File: src/rtl/button_debounce_pulser_pkg.sv
// Shared definitions for the push-button debouncer: FSM state encoding,
// the default stability length and the counter width helper.
package button_debounce_pulser_pkg;

   localparam int unsigned STABLE_CYCLES_DEFAULT = 16;

   typedef enum logic [1:0] {
      ST_IDLE         = 2'b00,
      ST_PRESS_WAIT   = 2'b01,
      ST_PRESSED      = 2'b10,
      ST_RELEASE_WAIT = 2'b11
   } db_state_e;

   // Width needed to hold 0..n-1; never narrower than one bit.
   function automatic int unsigned cnt_width(input int unsigned n);
      return (n < 2) ? 1 : $clog2(n);
   endfunction

endpackage

File: src/rtl/button_debounce_pulser_sync_2ff.sv
// Two-flop synchronizer bringing the asynchronous button level into clk.
module sync_2ff (
   input  logic clk,
   input  logic rst,
   input  logic d,
   output logic q
);

   logic meta_q;

   always_ff @(posedge clk) begin
      if (rst) begin
         meta_q <= 1'b0;
         q      <= 1'b0;
      end else begin
         meta_q <= d;
         q      <= meta_q;
      end
   end

endmodule

File: src/rtl/button_debounce_pulser.sv
// Debounces a raw push-button and emits one-cycle press/release pulses;
// press_pulse is the toggle-enable of the downstream 4-bit counter.
module button_debounce_pulser
   import button_debounce_pulser_pkg::*;
#(
   parameter int unsigned STABLE_CYCLES = STABLE_CYCLES_DEFAULT
) (
   input  logic clk,
   input  logic rst,
   input  logic btn_in,
   output logic btn_level,
   output logic press_pulse,
   output logic release_pulse
);

   localparam int unsigned     CNT_W   = cnt_width(STABLE_CYCLES);
   localparam logic [CNT_W-1:0] CNT_MAX = CNT_W'(STABLE_CYCLES - 1);
   localparam logic [CNT_W-1:0] CNT_ONE = CNT_W'(1);

   logic             s;
   db_state_e        state_q;
   logic [CNT_W-1:0] cnt_q;
   logic             btn_level_q;
   logic             press_pulse_q;
   logic             release_pulse_q;

   sync_2ff u_sync (
      .clk (clk),
      .rst (rst),
      .d   (btn_in),
      .q   (s)
   );

   // A level change is accepted only after the first differing sample plus
   // STABLE_CYCLES further agreeing samples; any reversal drops back.
   always_ff @(posedge clk) begin
      if (rst) begin
         state_q         <= ST_IDLE;
         cnt_q           <= '0;
         btn_level_q     <= 1'b0;
         press_pulse_q   <= 1'b0;
         release_pulse_q <= 1'b0;
      end else begin
         press_pulse_q   <= 1'b0;
         release_pulse_q <= 1'b0;
         case (state_q)
            ST_IDLE: begin
               if (s) begin
                  state_q <= ST_PRESS_WAIT;
                  cnt_q   <= '0;
               end
            end
            ST_PRESS_WAIT: begin
               if (!s) begin
                  state_q <= ST_IDLE;
                  cnt_q   <= '0;
               end else if (cnt_q == CNT_MAX) begin
                  state_q       <= ST_PRESSED;
                  cnt_q         <= '0;
                  btn_level_q   <= 1'b1;
                  press_pulse_q <= 1'b1;
               end else begin
                  cnt_q <= cnt_q + CNT_ONE;
               end
            end
            ST_PRESSED: begin
               if (!s) begin
                  state_q <= ST_RELEASE_WAIT;
                  cnt_q   <= '0;
               end
            end
            ST_RELEASE_WAIT: begin
               // Bouncing back high is a continuation of the same press.
               if (s) begin
                  state_q <= ST_PRESSED;
                  cnt_q   <= '0;
               end else if (cnt_q == CNT_MAX) begin
                  state_q         <= ST_IDLE;
                  cnt_q           <= '0;
                  btn_level_q     <= 1'b0;
                  release_pulse_q <= 1'b1;
               end else begin
                  cnt_q <= cnt_q + CNT_ONE;
               end
            end
            default: begin
               state_q <= ST_IDLE;
               cnt_q   <= '0;
            end
         endcase
      end
   end

   assign btn_level     = btn_level_q;
   assign press_pulse   = press_pulse_q;
   assign release_pulse = release_pulse_q;

endmodule

File: config.mk
export PLATFORM = sky130hd
export DESIGN_NAME = button_debounce_pulser
export DESIGN_NICKNAME = d
export VERILOG_FILES = /design/src/rtl/button_debounce_pulser_pkg.sv /design/src/rtl/button_debounce_pulser_sync_2ff.sv /design/src/rtl/button_debounce_pulser.sv
export SDC_FILE = /design/constraint.sdc
export NUM_CORES = 1
export LEC_CHECK = 0
export ABC_AREA = 1
export CAP_MARGIN = 20
export CORE_AREA = 2 2 39 41
export CTS_CLUSTER_SIZE = 28
export DETAILED_ROUTE_END_ITERATION = 10
export DIE_AREA = 0 0 41 43
export PLACE_DENSITY = 0.58
export SLEW_MARGIN = 30
export SYNTH_ARGS = -nofsm -noshare
export SYNTH_HDL_FRONTEND = slang
export SYNTH_SLANG_ARGS = --single-unit
File: constraint.sdc
create_clock -name clk -period 2.2 [get_ports clk]
set_input_delay 0.22 -clock clk [delete_from_list [all_inputs] [get_ports clk]]
set_output_delay 0.22 -clock clk [all_outputs]
set_load 0.05 [all_outputs]
==> results.yml, run 1 <==
run_status:
  status: "finished clean"
clocking:
  cts_buffer_depth: 2
  numCtsBuffers: 3
  cts.clk_slew.worst_paths_ps: 70
  cts_max_level: 1
  clkLatencyLatePin_ps: 270
  clkSinkCount: 11
  tritoncts: "built"
  cts_root_buffer: "clkbuf_4"
  hold_buffers: 0
  cts.repair.resized: 0
  post_cts_buffers: 0
timing:
  hold_slack_ps: 411
  relSlewSlack_pct: 67.5
  setup_viol: 0
  period_minus_slack_ps: 1610
  timing.final.ws_setup_ps: 586
  slew_viol_final: 0
  period_share_pct: 73.4
  hold_viol_final: 0
  tightestPinTransition_ps: 486
  rsz0062_at_grt: "no"
  fin_setup_tns_ps: 0
  fin_skew_ps: 3.94
  fmax_ghz: 0.620
worst_setup_path:
  path_buf_inv: 1
  setup.worst_path.start_class: "flip-flop"
  cp_slowest_stage_delay_ps: 800
  endpoint_kind: "output pin"
  cp_data_required_time_ps: 1980
  crit_family: "buffers and inverters"
  crit_arrival_ps: 1390
  cp_max_fo: 2
  crit_chain: "clkdlybuf4s50_1"
  cp_slowest_cell: "clkdlybuf4s50_1"
  crit_type: "flip-flop to output pin"
detailed_routing:
  vias_per_cell: 4.76
  num_vias: 405
  routed_wl_microns: 796
  drt-initial-drc-count: 6
  wire_per_inst_microns: 9.36
  drc_errors: 0
  dr.pass1.iters: 4
  drtAntennaViolNets: 0
power_and_ir_drop:
  ir_drop_uv: 204
  power_density_nw_per_um2: 644
  leakage_nw: 0.226
yosys:
  netlist-cell-type-count: 18
  ys_warn_count: 0
  netlist_area_sq_um: 458
  syn_avg_cell_area_sq_um: 7.63
  syn_nets: 64
  seq_area_frac_synth_pct: 48.1
  postSynthCellCount: 60
  ys_ff_latch: 11
grt:
  track_usage_pct: 11.3
  grt_pass1_wl_microns: 1320
  grt_remaining_overflow: 0
  grt_pass1_vias: 343
  grt_max_degree: 8
  antenna_found_initial: 0
hold_path:
  min_path_type: "flip-flop to flip-flop"
place:
  dpl.hpwl_microns: 580
  numPortBuffers: 5
  place_ws_ps: 873
  place.gp.congestion: 0.798
  placed_cell_area_sq_um: 528
floorplan:
  fp-row-count: 14
  ios: 6
  initial_core_util_pct: 33.1
  core_sq_um: 1380
  dieArea_sq_um: 1760
  die_h_microns: 43
  die_width_microns: 41
cells_and_area:
  design_area_sq_um: 554
  layout-drive-gt1-share_pct: 13.0
  syn_to_final_growth_pct: 21.0
  fin_nets: 74
  fillers: 141
  diodes: 0
job:
  drv_cap: 0
-- cells by family after synthesis --
kind of cell	count (synthesis)	synth area share, %
buffers and inverters	10	8.20
adders and majority gates	1	2.73
DFF	11	48.1
and+or+nand+nor	32	33.9
AOI/OAI and AO/OA	6	7.10
-- final timing paths --
| kind | startpoint | endpoint | slack [ps] | depth (start not counted) |
|---|---|---|---|---|
| worst max-delay path | btn_level$_SDFFE_PP0P_ | btn_level | 590 | 1 |
| worst min-delay path | u_sync.meta_q$_SDFF_PP0_ | u_sync.q$_SDFF_PP0_ | 410 | 2 |
| worst max register to register | cnt_q[0]$_SDFFE_PP0P_ | cnt_q[3]$_SDFFE_PP0P_ | 1030 | 6 |
| worst min register to register | u_sync.meta_q$_SDFF_PP0_ | u_sync.q$_SDFF_PP0_ | 410 | 2 |
-- cell type report --
type	count	area (sq um)	share of cell area, %
Clock buffer	4	26.3	4.74
Inverter	10	37.5	6.77
Multi-Input combinational cell	39	200	36.1
Sequential cell	11	220	39.7
Tap cell	16	20.0	3.61
Timing Repair Buffer	5	50.0	9.03
-- layout by cell type (no fill, tap or decap) --
| master | count |
|---|---|
| o21ai_1 | 1 |
| nor3_1 | 2 |
| ha_1 | 1 |
| clkdlybuf4s50_1 | 5 |
| nand2_4 | 1 |
| nand3_1 | 5 |
| inv_1 | 7 |
| nor2_1 | 9 |
| nand2_2 | 1 |
| a211oi_1 | 1 |
| inv_2 | 2 |
| clkbuf_1 | 1 |
| nand4_2 | 1 |
| nor2_2 | 1 |
| o21ai_0 | 2 |
| clkbuf_4 | 3 |
| nand2_1 | 10 |
| nand4_1 | 2 |
| clkinv_1 | 1 |
| a21oi_1 | 2 |
| dfxtp_1 | 11 |
-- cells in the mapped netlist --
| master | number | area share [%] |
|---|---|---|
| dfxtp_1 | 11 | 48 |
| nand2_1 | 10 | 8.2 |
| nor2_1 | 9 | 7.4 |
| inv_1 | 7 | 5.7 |
| nand3_1 | 5 | 5.5 |
| a21oi_1 | 2 | 2.2 |
| inv_2 | 2 | 1.6 |
| nand4_1 | 2 | 2.7 |
| nor3_1 | 2 | 2.2 |
| o21ai_0 | 2 | 2.2 |
| a211oi_1 | 1 | 1.6 |
| clkinv_1 | 1 | 0.82 |
| ha_1 | 1 | 2.7 |
| nand2_2 | 1 | 1.4 |
| nand2_4 | 1 | 2.5 |
| nand4_2 | 1 | 2.7 |
| nor2_2 | 1 | 1.4 |
| o21ai_1 | 1 | 1.1 |
-- per-stage QoR --
step	power, mW	util [%]	instances
2_1_floorplan	0.215	-	60
3_3_place_gp	0.222	38.2	81
3_5_place_dp	0.222	38.2	81
4_1_cts	0.364	40.1	85
5_1_grt	0.376	40.1	85
6_report	0.357	40.1	85
-- registers in the layout (all words and copies together), names as in the netlist, named ones only --
name           flops
btn_level          1
release_pulse      1
cnt_q              4
u_sync.q           1
state_q            1
u_sync.meta_q      1
press_pulse        1
-- metal layers --
metal / routed length [microns] / up-vias / global-route usage, %
met1: 415 / 182 / 14.5
met4: 8 / 0 / 6.67
met2: 345 / 10 / 15.3
met3: 25 / 2 / 4.71
met5: 0 / - / 0
li1: - / 211 / -
-- report_power, final --
part / leakage, nW / internal [mW] / switching (mW) / total, mW
registers: 0.0891 / 0.201 / 0.00222 / 0.203
clock network: 0.0150 / 0.0701 / 0.0695 / 0.140
logic: 0.122 / 0.00580 / 0.00787 / 0.0137
Power figures use the tool's default switching activity.
==> run 2: changes to the inputs <==
==> constraint.sdc (replaced) <==
create_clock -name clk -period 1.65 [get_ports clk]
set_input_delay 0.165 -clock clk [delete_from_list [all_inputs] [get_ports clk]]
set_output_delay 0.165 -clock clk [all_outputs]
set_load 0.05 [all_outputs]
==> results of run 2 <==
The final DEF is identical to that of run 1. Status: finished clean.
Among the figures that moved: setup slack after placement 873 ps -> 378 ps; setup slack after layout 586 ps -> 91.0 ps; hold slack 411 ps -> 409 ps; register-to-register setup slack 1030 ps -> 480 ps; end point of the worst hold path u_sync.q$_SDFF_PP0_ -> u_sync.meta_q$_SDFF_PP0_; total power 0.357 mW -> 0.476 mW; worst IR drop on VDD 204 uV -> 272 uV
